**config.mk**
```make
export PLATFORM = sky130hd
export DESIGN_NAME = seq_neuron
export DESIGN_NICKNAME = d
export VERILOG_FILES = /design/src/rtl/seq_neuron_pkg.sv /design/src/rtl/seq_neuron_lane.sv /design/src/rtl/seq_neuron.sv
export SDC_FILE = /design/constraint.sdc
export NUM_CORES = 1
export LEC_CHECK = 0
export ABC_CLOCK_PERIOD_IN_PS = 6300
export BUFFER_PORTS_ARGS = -buffer_cell sky130_fd_sc_hd__buf_2
export CELL_PAD_IN_SITES_DETAIL_PLACEMENT = 0
export CELL_PAD_IN_SITES_GLOBAL_PLACEMENT = 1
export CORE_AREA = 2 2 181 315
export CTS_BUF_LIST = sky130_fd_sc_hd__clkbuf_8
export CTS_CLUSTER_DIAMETER = 80
export DETAILED_ROUTE_END_ITERATION = 6
export DIE_AREA = 0 0 183 317
export PLACE_DENSITY = 0.8
export SLEW_MARGIN = 25
export SYNTH_ARGS = -nofsm -noshare
export SYNTH_HDL_FRONTEND = slang
export SYNTH_SLANG_ARGS = --single-unit
```
**constraint.sdc**
```tcl
create_clock -name clk -period 6.3 [get_ports clk]
set_input_delay 1.26 -clock clk [delete_from_list [all_inputs] [get_ports clk]]
set_output_delay 1.26 -clock clk [all_outputs]
set_load 0.005 [all_outputs]
```
**src/rtl/seq_neuron_pkg.sv**
```systemverilog
// Shared types and arithmetic helpers for the streaming neuron datapath.
package seq_neuron_pkg;

  typedef enum logic [1:0] {
    ST_IDLE,
    ST_ACC,
    ST_FIN,
    ST_OUT
  } state_t;

  // Wide working width for intermediate arithmetic; callers size-cast results down.
  localparam int CALC_W = 64;
  typedef logic signed [CALC_W-1:0] calc_t;

  // Sign-magnitude to two's complement; a zero magnitude is +0 whatever the sign bit.
  function automatic calc_t sm_to_tc(input logic sign, input logic [CALC_W-1:0] mag);
    calc_t v;
    v = calc_t'(mag);
    return (sign && (mag != '0)) ? -v : v;
  endfunction

  // Clamp v to a w-bit signed range; sym selects +/-(2^(w-1)-1) instead of the full range.
  function automatic calc_t sat(input calc_t v, input int w, input logic sym);
    calc_t hi;
    calc_t lo;
    calc_t res;
    hi  = (calc_t'(1) <<< (w - 1)) - calc_t'(1);
    lo  = sym ? -hi : -hi - calc_t'(1);
    res = v;
    if (v > hi) begin
      res = hi;
    end else if (v < lo) begin
      res = lo;
    end
    return res;
  endfunction

endpackage

```
**src/rtl/seq_neuron_lane.sv**
```systemverilog
// One sign-magnitude product lane: |w|*|inp| with XOR'd sign, returned in two's complement.
module sm_lane_mult
  import seq_neuron_pkg::*;
#(
  parameter int DW = 8
) (
  input  logic [DW-1:0]         w,
  input  logic [DW-1:0]         inp,
  output logic signed [2*(DW-1):0] prod
);

  localparam int MW = 2 * (DW - 1);

  logic [MW-1:0] mag;

  // Unsigned magnitude multiply, then sign application (zero magnitude stays +0).
  always_comb begin
    mag  = MW'(w[DW-2:0]) * MW'(inp[DW-2:0]);
    prod = (MW + 1)'(sm_to_tc(w[DW-1] ^ inp[DW-1], CALC_W'(mag)));
  end

endmodule

```
**src/rtl/seq_neuron.sv**
```systemverilog
// Streaming multi-beat neuron: lane products, saturating accumulate, bias/shift/ReLU finalise.
module seq_neuron
  import seq_neuron_pkg::*;
#(
  parameter int DW         = 8,
  parameter int LANES      = 8,
  parameter int ACC_W      = 24,
  parameter int SHIFT      = 9,
  parameter int BIAS_SCALE = 127
) (
  input  logic                clk,
  input  logic                rst,
  input  logic                in_valid,
  output logic                in_ready,
  input  logic                in_last,
  input  logic [LANES*DW-1:0] w,
  input  logic [LANES*DW-1:0] inp,
  input  logic [DW-1:0]       bias,
  input  logic                relu_en,
  output logic                out_valid,
  input  logic                out_ready,
  output logic [DW-1:0]       out,
  output logic                ovf
);

  localparam int PW = 2 * (DW - 1) + 1;
  localparam int SW = PW + $clog2(LANES);

  logic signed [PW-1:0]  prod [LANES];
  logic signed [SW-1:0]  beat_sum;
  state_t                state;
  logic signed [ACC_W-1:0] acc;
  logic signed [ACC_W:0]   t_q;
  logic [DW-1:0]         bias_q;
  logic                  relu_q;
  logic                  fin_phase;
  calc_t                 sum_raw;
  calc_t                 sum_sat;
  logic                  sum_clip;
  calc_t                 bias_term;
  calc_t                 r_sh;
  calc_t                 r_act;
  logic [DW-2:0]         r_mag;

  for (genvar i = 0; i < LANES; i++) begin : g_lane
    sm_lane_mult #(.DW(DW)) u_lane (
      .w    (w[i*DW +: DW]),
      .inp  (inp[i*DW +: DW]),
      .prod (prod[i])
    );
  end

  // Cross-lane sum; synthesis balances this into an adder tree sized for LANES products.
  always_comb begin
    // NOTE: every variable assigned in always_comb gets a value on every path, otherwise a latch is inferred.
    beat_sum = '0;
    for (int i = 0; i < LANES; i++) begin
      beat_sum += SW'(prod[i]);
    end
  end

  // Next accumulator value with saturation, and finalise arithmetic from the registered stages.
  always_comb begin
    sum_raw   = (state == ST_IDLE) ? calc_t'(beat_sum) : calc_t'(acc) + calc_t'(beat_sum);
    sum_sat   = sat(sum_raw, ACC_W, 1'b0);
    sum_clip  = (sum_sat != sum_raw);
    bias_term = sm_to_tc(bias_q[DW-1], CALC_W'(bias_q[DW-2:0]) * CALC_W'(BIAS_SCALE));
    r_sh      = sat(calc_t'(t_q) >>> SHIFT, DW, 1'b1);
    r_act     = (relu_q && (r_sh < 0)) ? '0 : r_sh;
    r_mag     = (DW - 1)'((r_act < 0) ? -r_act : r_act);
  end

  // Control FSM with registered handshake outputs; the bias add is registered before shift/saturate.
  always_ff @(posedge clk or negedge rst) begin
    if (!rst) begin
      state     <= ST_IDLE;
      acc       <= '0;
      t_q       <= '0;
      bias_q    <= '0;
      relu_q    <= 1'b0;
      fin_phase <= 1'b0;
      in_ready  <= 1'b1;
      out_valid <= 1'b0;
      out       <= '0;
      ovf       <= 1'b0;
    end else begin
      // NOTE: sequential state uses non-blocking assignments so every register sees pre-edge values.
      unique case (state)
        ST_IDLE, ST_ACC: begin
          if (in_valid && in_ready) begin
            acc <= ACC_W'(sum_sat);
            ovf <= ((state == ST_IDLE) ? 1'b0 : ovf) | sum_clip;
            if (state == ST_IDLE) begin
              bias_q <= bias;
              relu_q <= relu_en;
            end
            if (in_last) begin
              state    <= ST_FIN;
              in_ready <= 1'b0;
            end else begin
              state <= ST_ACC;
            end
          end
        end
        ST_FIN: begin
          if (!fin_phase) begin
            t_q       <= (ACC_W + 1)'(calc_t'(acc) + bias_term);
            fin_phase <= 1'b1;
          end else begin
            out       <= {r_act < 0, r_mag};
            fin_phase <= 1'b0;
            out_valid <= 1'b1;
            state     <= ST_OUT;
          end
        end
        ST_OUT: begin
          if (out_ready) begin
            out_valid <= 1'b0;
            in_ready  <= 1'b1;
            state     <= ST_IDLE;
          end
        end
        default: state <= ST_IDLE;
      endcase
    end
  end

endmodule
```
After elaboration in Yosys (flattened, before gate mapping)
Cells that the tools add are included.
{"block": "totals", "ff_bits": 72, "inputBits": 142, "out_inout_bits": 11, "word_cells": 123}
{"block": "classes", "add_sub_neg": 19, "n_mul": 9, "magnitude_cmp": 6, "n_eq_ne": 8, "muxes": 30, "bitwise": 10, "reduce_logical": 31}
{"cell": "$mux 64", "n": 6}
{"cell": "$lt 64x1->1 const B", "n": 2}
{"cell": "$reduce_bool 14->1", "n": 9}
{"cell": "$mux 15", "n": 8}
{"cell": "$neg 14->15", "n": 8}
{"cell": "$mul 7x7->14", "n": 8}
{"cell": "$add 18x15->18", "n": 4}
{"cell": "$gt 64x24->1 const B", "n": 1}
{"cell": "$lt 64x24->1 const B", "n": 1}
{"cell": "$ne 64x64->1", "n": 1}
{"cell": "$add 24x18->25", "n": 1}
{"cell": "$add 24x25->25", "n": 1}
{"cell": "$mux 25", "n": 1}
{"cell": "$neg 14->25", "n": 1}
{"cell": "$add 17x15->18", "n": 1}
{"cell": "$add 16x15->17", "n": 1}
{"cell": "$add 15x15->16", "n": 1}
{"cell": "$gt 16x8->1 const B", "n": 1}
{"cell": "$lt 16x8->1 const B", "n": 1}
{"cell": "$mul 7x7->14 const B", "n": 1}
{"cell": "$logic_and 1x1->1", "n": 11}
{"cell": "$reduce_and 3->1", "n": 3}
{"cell": "$mux 2", "n": 4}
{"cell": "$ne 2x2->1 const B", "n": 4}
{"cell": "15 further kinds", "n": 33}

Longest topological paths before layout
{"block": "depth", "word_depth": 18, "ltp_mapped": 47, "mapped_depth_nobuf": 46}

Cells and area by module
Synthesis repeated with hierarchy kept, for this count alone.
{"block": "unflattened", "hier_cells": 3193, "hier_area_um2": 27151.0}
{"mod": "seq_neuron", "n_inst": 1, "cells_per_inst": 1175, "area_per_inst_um2": 9929.5, "seq_area_each_um2": 1577.8}
{"mod": "sm_lane_mult at g_lane[1].u_lane ...", "n_inst": 3, "cells_per_inst": 255, "area_per_inst_um2": 2179.6, "seq_area_each_um2": 0.0}
{"mod": "sm_lane_mult at g_lane[4].u_lane ...", "n_inst": 3, "cells_per_inst": 253, "area_per_inst_um2": 2132.0, "seq_area_each_um2": 0.0}
{"mod": "sm_lane_mult at g_lane[7].u_lane", "n_inst": 1, "cells_per_inst": 251, "area_per_inst_um2": 2159.6, "seq_area_each_um2": 0.0}
{"mod": "sm_lane_mult at g_lane[0].u_lane", "n_inst": 1, "cells_per_inst": 243, "area_per_inst_um2": 2127.0, "seq_area_each_um2": 0.0}

Worst setup path after synthesis
OpenSTA, ideal clock, no wires.
{"block": "synth_timing", "kind": "in2reg", "startpoint": "in w[3]", "endpoint": "reg acc[3]", "setup_ps": 95, "arrival_time_ps": 12416, "required_ps": 6205, "setup_slack_ps": -6212, "cell_stages": 44, "n_path_buf": 2, "cell_sequence": "and2_1 > fa_1 > inv_1 > fa_1 > inv_1 > fa_1 > inv_1 > fa_1 > inv_1 > ha_1 > o21a_1 > a2111oi_1 > o311ai_1 > xor2_1 > or3_1 > o41ai_2 > nor2_1 > xnor2_1 > (+8 left out) > o21ai_0 > a2111oi_0 > o211ai_1 > a2111oi_0 > a211oi_1 > inv_1 > ha_1 > clkbuf_1 > a21o_1 > a21o_1 > a21oi_1 > o21ai_0 > a31oi_1 > o211ai_1 > a21oi_1 > clkbuf_1 > a211oi_1 > o31ai_1"}
{"block": "synth_via", "elab_chain_len": 16, "elab_cells_between_ends": 18, "cone_classes": "9 x add/sub; 1 x mul; 2 x order compare; 4 x mux; 2 x reduce/logical"}
{"element": "from (decl)", "line": "seq_neuron.sv:16", "text": "input logic [LANES*DW-1:0] w,"}
{"element": "$mul 7x7->14 *", "line": "seq_neuron_lane.sv:18", "text": "mag = MW'(w[DW-2:0]) * MW'(inp[DW-2:0]);"}
{"element": "branches (longest 2 deep; another with $neg 14->15)"}
{"element": "$mux 15 *", "line": "seq_neuron_pkg.sv:19", "text": "return (sign && (mag != '0)) ? -v : v;"}
{"element": "$add 15x15->16 *", "line": "seq_neuron.sv:58", "text": "beat_sum += SW'(prod[i]);"}
{"element": "$add 16x15->17 *", "line": "seq_neuron.sv:58"}
{"element": "$add 17x15->18 *", "line": "seq_neuron.sv:58"}
{"element": "$add 18x15->18 * (4 in series)", "line": "seq_neuron.sv:58"}
{"element": "$add 24x18->25", "line": "seq_neuron.sv:64", "text": "sum_raw = (state == ST_IDLE) ? calc_t'(beat_sum) : calc_t'(acc) + calc_t'(beat_sum);"}
{"element": "$mux 64 *", "line": "seq_neuron.sv:64"}
{"element": "$lt 64x24->1", "line": "seq_neuron_pkg.sv:32", "text": "end else if (v < lo) begin"}
{"element": "$mux 64", "line": "seq_neuron_pkg.sv:32"}
{"element": "$mux 64 *", "line": "seq_neuron_pkg.sv:30", "text": "if (v > hi) begin"}
{"element": "to (signal assigned)", "line": "seq_neuron.sv:91", "text": "acc <= ACC_W'(sum_sat);"}
{"element": "to (decl)", "line": "seq_neuron.sv:32", "text": "logic signed [ACC_W-1:0] acc;"}
Every way passes the cells marked *.
A chain may end at the register's enable or synchronous reset.

Worst setup path after layout
{"block": "layout_timing", "startpoint": "in w[11]", "endpoint": "reg acc[17]"}
Same word-level chain as after synthesis.

==> impl_metrics.csv <==
group,metric,value,unit
placed_design,place.gp.congestion,0.922,
synth,synth_edf_count,0,
synth,synth.avg_cell_area,8.39,µm²
timing,rsz0062_at_grt,"true",
placed_design,portBuffers,152,
setup_path,worstPathRequired,6.59,ns
synth,ys_seq_area_frac,0.0638,
cells_and_area,utilization,0.635,
floorplanning,rows,114,
synth,synth_area_leader_cell,"fa_1",
cells_and_area,n_fill_cell,4661,
floorplanning,start_util,0.447,
synth,yosys-top-cells-area,"fa_1 25%, ha_1 18%, and2_1 6.9%",
synth,synth_nets,3756,
timing,slew_viol_final,0,
timing,finalHoldViolCount,0,
global_route,grt_max_degree,64,
cts,h-tree-depth,3,
cts,cts-hold-fix-buffers,0,
synth,yosysMostFrequentCell,"inv_1",
setup_path,crit_slowest_cell,"fa_1",
synth,ys_ff_latch,63,
run_status,status,"finished with violations",
timing,setup_viol,41,
setup_path,cpMostUsedCell,"fa_1",
setup_path,rrSetupSlack,-0.80,ns
setup_path,max_stage_delay,0.55,ns
routing,dr.pass1.iters,5,
hold_path,min_path_type,"register to register",
timing,finalClockSkew,0.0234,ns
synth,yosysTopAreaCellShare,0.247,
routing,wl,75400,µm
setup_path,worstPathArrival,11.89,ns
synth,synthArstFlopShare,1.00,
floorplanning,core-area,55300,µm²
timing,hold_ws,0.475,ns
routing,ant_nets,0,
setup_path,cp-end-kind,"register",
routing,vias,24200,
cells_and_area,drive_gt1_frac,0.347,
floorplanning,num_io_pins,153,
global_route,grt-ovfl-total,0,
synth,synth.distinct_cells,73,
cells_and_area,nNetsFinal,4757,
cells_and_area,syn2layout_area_growth,42.2,%
synth,ys.flop_type,"dfrtp_1",
synth,synth-warning-count,0,
global_route,grt_pass1_vias,26800,
routing,drt_iter0_markers,764,
timing,min_period,11.60,ns
global_route,antenna_found_initial,1,
synth,synth_commonest_cells,"434 x inv_1, 364 x ha_1, 305 x fa_1, 282 x nand2_1, 272 x and2_1",
setup_path,critPathLaunchType,"input pin",
timing,tightest_slew,1.01,ns
run_status,violations,"negative setup slack",
cts,tritoncts,"built",
placed_design,dp_hpwl,64900,µm
floorplanning,die_w,183,µm
cts,clock-sinks,63,
cts,clk_pin_slew,0.07,ns
global_route,grt_first_pass_wirelength,123000,µm
synth,syn_area,24700,µm²
timing,fin_crit_sh,1.84,
routing,post_drt_via_cell_ratio,5.21,
timing,setup_slack,-5.30,ns
job,cap_violations,0,
global_route,gr-usage-all-layers,0.260,
timing,max_freq,86.2,MHz
cts,cts_buffers,9,
cts,ctsRootBufferMaster,"clkbuf_8",
setup_path,cp_max_fo,7,
routing,post_drt_wl_per_cell,16.2,µm
timing,slew_headroom,0.329,
synth,syn-instance-count,2945,
cts,cts_buffer_depth,2,
cts,clk_latency,0.39,ns
setup_path,critPathKind,"input pin to register",
routing,drc,0,
floorplanning,die_y,317,µm
floorplanning,fp.dieArea,58000,µm²
## repair_timing
action	4_1_cts	5_1_grt
resized for setup	186	188
setup endpoints to repair	41	41
endpoints found under the hold margin	0	0
setup buffers	58	35
pin swaps	72	160
## through the flow
step | std cells | instance area [µm²] | TNS, ns | setup slack, ns
global route | 4648 | 35100 | -153.31 | -5.68
finish | 4648 | 35100 | -138.67 | -5.30
detailed placement | 4552 | 32700 | -161.20 | -6.20
CTS | 4621 | 34100 | -138.74 | -5.28
global placement | 4552 | 32700 | -156.18 | -6.13
floorplan | 2945 | 25300 | -124.74 | -5.03
## placed cells by master, fill, tap and decap left out, drive strengths merged, types with 16 or more instances in the layout
master and n:
buf 1021, inv 434, ha 364, fa 305, nand2 282, and2 272, xnor2 150, nor2 138
o21ai 129, a21oi 117, xor2 90, dfrtp 62, nor3 58, a21o 42, or3 41, nand2b 35
o31ai 34, nand3 31, nor2b 27, or2 22, a31oi 21, a2111oi 19, a211oi 18, o21a 16
## layout make-up
class | count | area, µm² | area share
clock inverters | 4 | 51.3 | 0.00146
repair buffers | 1021 | 7470 | 0.212
inverters | 434 | 1630 | 0.0465
well taps | 696 | 871 | 0.0248
flip-flops and latches | 63 | 1580 | 0.0450
diodes | 1 | 2.50 | 0.0000712
clock buffers | 12 | 165 | 0.00470
multi-input cells | 2417 | 23400 | 0.665
## worst max-delay path: cells and delay by family
family	cells	cell delay (ns)
fa+ha+maj	11	4.82
mux	2	0.58
xor+xnor	2	0.37
simple gates	7	1.16
buf+inv	12	1.23
compound gates	12	2.48
## final timing paths
kind / endpoint / startpoint / depth (start not counted)
setup / recovery: acc[17] / w[11] / 46
hold / removal: out[1] / out[1] / 2
setup reg to reg: t_q[14] / bias_q[0] / 27
hold reg to reg: out[1] / out[1] / 2
max in group asynchronous: bias_q[2] / rst / 2
min in group asynchronous: out[1] / rst / 2
## logic make-up (layout without fill, tap and decap cells)
logic type,Yosys count,in the layout,synth area share
other,0,1,0
muxes,19,19,0.00815
xor gates and xnor gates,240,240,0.0851
DFF,63,63,0.0638
and+or+nand+nor,977,977,0.203
AOI/OAI and AO/OA,512,512,0.138
buffers and inverters,465,1471,0.0710
adders and majority gates,669,669,0.431
## per-layer routing
metal  GRT usage  share of wire  vias up
met4       0.132          0.058        0
li1            -              -    11800
met2       0.555           0.59      444
met3      0.0143          0.017      236
met1       0.240           0.34    11700
met5           0              0        -
## registers in the layout, indices dropped and copies added, names as in the netlist
name       cells
acc           24
t_q           16
bias_q         8
out            8
state          2
fin_phase      1
in_ready       1
out_valid      1
ovf            1
relu_q         1
Power is not shown: default switching activity piles up to over one toggle a cycle in this logic, so the estimate is an artifact.
